`src/rtl/cl_ocl_regfile.sv`:
```
// AXI4-Lite style register file: NUM_RW read/write control registers with byte
// strobes and optional byte-swapped readback, plus NUM_RO read-only status slots.
module cl_ocl_regfile #(
  parameter int unsigned        NUM_RW      = 4,
  parameter int unsigned        NUM_RO      = 2,
  parameter logic [31:0]        BASE_ADDR   = 32'h0000_0500,
  parameter logic [NUM_RW-1:0]  SWAP_MASK   = NUM_RW'(1),
  parameter logic [31:0]        UNIMP_VALUE = 32'hDEAD_BEEF
) (
  input  logic                                    clk_main_a0,
  input  logic                                    rst_main_n,

  input  logic                                    awvalid,
  output logic                                    awready,
  input  logic [31:0]                             awaddr,

  input  logic                                    wvalid,
  output logic                                    wready,
  input  logic [31:0]                             wdata,
  input  logic [3:0]                              wstrb,

  output logic                                    bvalid,
  input  logic                                    bready,
  output logic [1:0]                              bresp,

  input  logic                                    arvalid,
  output logic                                    arready,
  input  logic [31:0]                             araddr,

  output logic                                    rvalid,
  input  logic                                    rready,
  output logic [31:0]                             rdata,
  output logic [1:0]                              rresp,

  output logic [NUM_RW*32-1:0]                    rw_q,
  output logic [NUM_RW-1:0]                       wr_pulse,
  input  logic [((NUM_RO > 0) ? NUM_RO : 1)*32-1:0] ro_in
);

  localparam logic [1:0] RESP_OKAY   = 2'b00;
  localparam logic [1:0] RESP_SLVERR = 2'b10;

  typedef enum logic [1:0] {SEL_NONE, SEL_RW, SEL_RO} sel_e;

  typedef struct packed {
    sel_e       sel;
    logic [4:0] idx;
  } dec_t;

  // Word index relative to BASE_ADDR; addresses below the base are unmapped.
  function automatic dec_t decode(input logic [31:0] addr);
    dec_t        d;
    logic [31:0] word;
    d.sel = SEL_NONE;
    d.idx = '0;
    word  = (addr - BASE_ADDR) >> 2;
    if (addr >= BASE_ADDR) begin
      if (word < 32'(NUM_RW)) begin
        d.sel = SEL_RW;
        d.idx = word[4:0];
      end else if (word < 32'(NUM_RW + NUM_RO)) begin
        d.sel = SEL_RO;
        d.idx = 5'(word - 32'(NUM_RW));
      end
    end
    return d;
  endfunction

  function automatic logic [31:0] byte_swap(input logic [31:0] w);
    return {w[7:0], w[15:8], w[23:16], w[31:24]};
  endfunction

  logic [31:0] rw_r [NUM_RW];

  logic        aw_held;
  logic [31:0] aw_addr_q;
  logic        w_held;
  logic [31:0] w_data_q;
  logic [3:0]  w_strb_q;
  logic        commit;
  dec_t        wdec;

  logic        ar_held;
  logic [31:0] ar_addr_q;
  dec_t        rdec;
  logic [31:0] rd_next;
  logic [1:0]  rresp_next;

  assign awready = !aw_held && !bvalid;
  assign wready  = !w_held && !bvalid;
  assign arready = !ar_held && !rvalid;

  assign commit = aw_held && w_held;
  assign wdec   = decode(aw_addr_q);
  assign rdec   = decode(ar_addr_q);

  for (genvar g = 0; g < NUM_RW; g++) begin : g_rw_out
    assign rw_q[32*g +: 32] = rw_r[g];
  end

  always_comb begin
    wr_pulse = '0;
    for (int i = 0; i < NUM_RW; i++) begin
      wr_pulse[i] = commit && (wdec.sel == SEL_RW) && (wdec.idx == 5'(i));
    end
  end

  // Write channel: AW and W are captured independently and committed together
  // once both are held; bvalid blocks further acceptance until B completes.
  always_ff @(posedge clk_main_a0 or negedge rst_main_n) begin
    if (!rst_main_n) begin
      aw_held   <= 1'b0;
      aw_addr_q <= '0;
      w_held    <= 1'b0;
      w_data_q  <= '0;
      w_strb_q  <= '0;
      bvalid    <= 1'b0;
      bresp     <= RESP_OKAY;
    end else begin
      // NOTE: sequential state uses non-blocking assignments so every flop
      // samples pre-edge values regardless of statement order.
      if (awvalid && awready) begin
        aw_held   <= 1'b1;
        aw_addr_q <= awaddr;
      end
      if (wvalid && wready) begin
        w_held   <= 1'b1;
        w_data_q <= wdata;
        w_strb_q <= wstrb;
      end
      if (commit) begin
        aw_held <= 1'b0;
        w_held  <= 1'b0;
        bvalid  <= 1'b1;
        bresp   <= (wdec.sel == SEL_NONE) ? RESP_SLVERR : RESP_OKAY;
      end else if (bvalid && bready) begin
        bvalid <= 1'b0;
        bresp  <= RESP_OKAY;
      end
    end
  end

  // NOTE: the register array is reset explicitly because its contents drive
  // downstream control logic; a register file used as plain storage would not be.
  always_ff @(posedge clk_main_a0 or negedge rst_main_n) begin
    if (!rst_main_n) begin
      for (int i = 0; i < NUM_RW; i++) rw_r[i] <= '0;
    end else begin
      for (int i = 0; i < NUM_RW; i++) begin
        for (int k = 0; k < 4; k++) begin
          if (wr_pulse[i] && w_strb_q[k]) rw_r[i][8*k +: 8] <= w_data_q[8*k +: 8];
        end
      end
    end
  end

  // Read mux; rw_r still holds pre-commit data on the edge the response loads.
  always_comb begin
    // NOTE: every output of this block gets a default first so no path can
    // leave it unassigned and infer a latch.
    rd_next    = UNIMP_VALUE;
    rresp_next = RESP_SLVERR;
    case (rdec.sel)
      SEL_RW: begin
        rresp_next = RESP_OKAY;
        for (int i = 0; i < NUM_RW; i++) begin
          if (rdec.idx == 5'(i)) rd_next = SWAP_MASK[i] ? byte_swap(rw_r[i]) : rw_r[i];
        end
      end
      SEL_RO: begin
        rresp_next = RESP_OKAY;
        for (int j = 0; j < NUM_RO; j++) begin
          if (rdec.idx == 5'(j)) rd_next = ro_in[32*j +: 32];
        end
      end
      default: ;
    endcase
  end

  always_ff @(posedge clk_main_a0 or negedge rst_main_n) begin
    if (!rst_main_n) begin
      ar_held   <= 1'b0;
      ar_addr_q <= '0;
      rvalid    <= 1'b0;
      rdata     <= '0;
      rresp     <= RESP_OKAY;
    end else if (arvalid && arready) begin
      ar_held   <= 1'b1;
      ar_addr_q <= araddr;
    end else if (ar_held) begin
      ar_held <= 1'b0;
      rvalid  <= 1'b1;
      rdata   <= rd_next;
      rresp   <= rresp_next;
    end else if (rvalid && rready) begin
      rvalid <= 1'b0;
      rdata  <= '0;
      rresp  <= RESP_OKAY;
    end
  end

endmodule

```
`config.mk`:
```
export PLATFORM = sky130hd
export DESIGN_NAME = cl_ocl_regfile
export DESIGN_NICKNAME = d
export VERILOG_FILES = /design/src/rtl/cl_ocl_regfile.sv
export SDC_FILE = /design/constraint.sdc
export NUM_CORES = 1
export LEC_CHECK = 0
export ABC_AREA = 1
export CORE_MARGIN = 2
export CORE_UTILIZATION = 46
export CTS_CLUSTER_DIAMETER = 80
export CTS_CLUSTER_SIZE = 16
export DETAILED_ROUTE_END_ITERATION = 16
export HOLD_SLACK_MARGIN = 0.15
export PLACE_DENSITY = 0.82
export REMOVE_ABC_BUFFERS = 1
export SYNTH_ARGS = -nofsm -noshare
export SYNTH_HDL_FRONTEND = slang
export SYNTH_SLANG_ARGS = --single-unit
```
`constraint.sdc`:
```
create_clock -name clk_main_a0 -period 3.15 [get_ports clk_main_a0]
set_input_delay 0.945 -clock clk_main_a0 [delete_from_list [all_inputs] [get_ports clk_main_a0]]
set_output_delay 0.945 -clock clk_main_a0 [all_outputs]
set_load 0.005 [all_outputs]
```
==> metrics.cfg <==
[clock_tree]
htreeDepth = 1
cts.path.max_buffers = 3
cts_tree = done
clkLatencyLatePin_ps = 540
root_buffer = clkbuf_16
cts.sinks = 263
cts_buffers = 21
cts_hold_buf = 0
clk_pin_slew_worst_paths_ps = 70

[global_routing]
grt_first_pass_wirelength_um = 77700
antenna_found_initial = 3
grt_max_degree = 73
overflow = 0
met2_usage = 0.486
grt.total_usage = 0.297
grtUsageMet3 = 0.0655
top_usage_layer = met2
use_met1 = 0.379
grt_pass1_vias = 14200

[logic_synthesis]
seq_area_frac_synth = 0.455
synth_cells = 1947
ys_top_cells_by_area = dfrtp_1 (46%), nand2_1 (19%), nand3_1 (6.2%)
netlist.area_leader.share = 0.455
ys_types = 38
netlist_area_sq_mm = 0.0145
syn_area_per_cell_sq_um = 7.43
ys_ff_latch = 263
ys_warn_count = 0
synth_top_area_cell = dfrtp_1

[sta]
worstMarginPinSlew_ps = 805
setup_viol = 65
min_period_ps = 4170
hold_viol = 0
fin_setup_tns_ps = -6940
fin_ws_ps = -1020
rsz0062_at_grt = yes
max_freq_ghz = 0.240
skew_ps = 17.6
period_share = 1.33
holdWs_ps = 276
max_slew_margin = 0.463
slew_viol_final = 0

[die]
die_w_um = 181
rows = 64
die_area_sq_mm = 0.0329
io_pins = 344
core_sq_mm = 0.0307
initial_core_util = 0.470
die_y_um = 181

[drt]
drc = 0
wirelength_um = 51900
drt_iter0_markers = 1283
dr.pass1.iters = 6
avgViaCountPerCell = 5.45
wire_per_inst_um = 19.0
vias = 14842
detail-route-antenna-nets = 0

[power]
p_per_area_mw_per_mm2 = 596
total_power_w = 0.0122
irDropWorstVdd_mv = 0.621
power.leakage_nw = 10.1

[place]
gp_congestion = 0.973
dp_hpwl_um = 36700
numPortBuffers = 337

[critical_path]
cp_max_fo = 4
required_ps = 2200
critPathSlowestCell = dfrtp_1
end_kind = primary output
timing.rr.start = aw_addr_q[9]
crit_start = aw_addr_q[9]
worstPathArrival_ps = 3230
start_kind = register
cp_common_cell = nor2_1
crit_chain = nor2_1 -> nor2_1 -> nor2_4 -> buf_4 -> nand4_1 -> nor2_1 -> nand2_1 -> nand2_1 -> nand3_1 -> nor3_4 -> o21ai_4 -> buf_12 -> nor2_8 -> inv_4 -> nor3_4 -> buf_2
crit_type = register to primary output
slowest_delay_ps = 390

[outcome]
status = finished with violations
violations = negative setup slack

[cells_and_area]
area_growth_pct = 41.0
seqCellArea_sq_mm = 0.00659
drive_gt1_frac = 0.158
multi_input_area_sq_mm = 0.00725
nNetsFinal = 2501
fill_cells = 2483

[run]
drv_cap = 0

[min_path]
hp-class = input port to asynchronous set/reset pin

## synthesized netlist by cell type, drive strengths merged
cell,count
clkbuf,45
xor2,2
nand3,183
o21ai,24
nand2,725
nand3b,3
o21bai,1
or2,25
inv,214
buf,57
nor3,14
nand4,139
a21oi,20
nor4,4
conb,1
a211oi,1
ha,8
o211ai,2
nor2,154
mux2,52
and2,1
o2111ai,9
dfrtp,263
## layout make-up
class	count	area share
Multi-Input combinational cell	1370	0.355
Timing Repair Buffer	452	0.226
Clock inverter	6	0.00442
Antenna cell	1	0.000123
Tap cell	396	0.0243
Clock buffer	22	0.0264
Inverter	214	0.0397
Sequential cell	263	0.323
## registers in the layout, indices dropped and copies added (netlist names), 4 cells and up
| signal | count |
|---|---|
| w_strb_q | 4 |
| rdata | 32 |
| aw_addr_q | 30 |
| ar_addr_q | 30 |
| rw_q | 128 |
| w_data_q | 32 |
## per-stage QoR
step	instances	util	area, sq um	worst slack (ps)
floorplan	1846	-	13900	-850
global placement	2662	0.606	18600	-553
detailed placement	2662	0.606	18600	-737
CTS	2695	0.630	19400	-813
global route	2724	0.663	20400	-1180
finish	2724	0.663	20400	-1020
## worst max-delay path, delay by kind of cell (launching register included)
| family | cells | cell delay (ps) |
|---|---|---|
| and+or+nand+nor | 11 | 1630 |
| DFF | 1 | 390 |
| buffers and inverters | 4 | 550 |
| AOI/OAI and AO/OA | 1 | 140 |
## per-layer routing
metal  part of all wire  routed length (um)
met3              0.091                4730
met2               0.47               24600
met1               0.39               20200
met5            0.00017                   9
met4              0.046                2370
## layout by cell type (no fill, tap or decap), types with 13 or more instances in the layout
cell,count
nand3_4,13
nor2_2,20
clkbuf_16,25
buf_12,18
nand4_1,139
or2_1,20
buf_4,75
buf_6,14
nor2_4,16
nand3_2,24
dfrtp_1,254
clkdlybuf4s50_1,332
nand2_1,661
nand2_2,42
mux2_2,52
nor2_1,118
a21oi_1,18
inv_1,211
nand2_4,22
nand3_1,146
o21ai_0,19
## timing repair
item                                   4_1_cts  5_1_grt
pin swaps                                    6       72
resized for setup                           29      187
endpoints found under the hold margin        0        0
setup endpoints to repair                   44      164
gates cloned                                 0        6
setup buffers                                5       24
## report_power, final
part           switching [W]  total (W)  internal (W)  leakage (nW)
Sequential           0.00104    0.00524       0.00420          3.40
Clock                0.00127    0.00267       0.00139         0.307
Combinational        0.00234    0.00426       0.00192          6.40
## worst paths after layout
path	to	slack (ps)	depth (start not counted)
max	wr_pulse[3]	-1020	16
min	ar_addr_q[14]	280	1
max reg2reg	rw_q[96]	-110	18
min reg2reg	rdata[29]	480	2
max in group asynchronous	w_data_q[27]	2130	2
min in group clk_main_a0	rdata[29]	480	2
## logic make-up after synthesis
family                     after synthesis  synth area share
muxes                                   52            0.0405
xor gates and xnor gates                 2           0.00121
and+or+nand+nor                       1248             0.380
adders and majority gates                8           0.00692
DFF                                    263             0.455
other                                    1          0.000259
AOI/OAI and AO/OA                       57            0.0235
buffers and inverters                  316            0.0923
No activity file was read; power rests on OpenSTA's default activity.
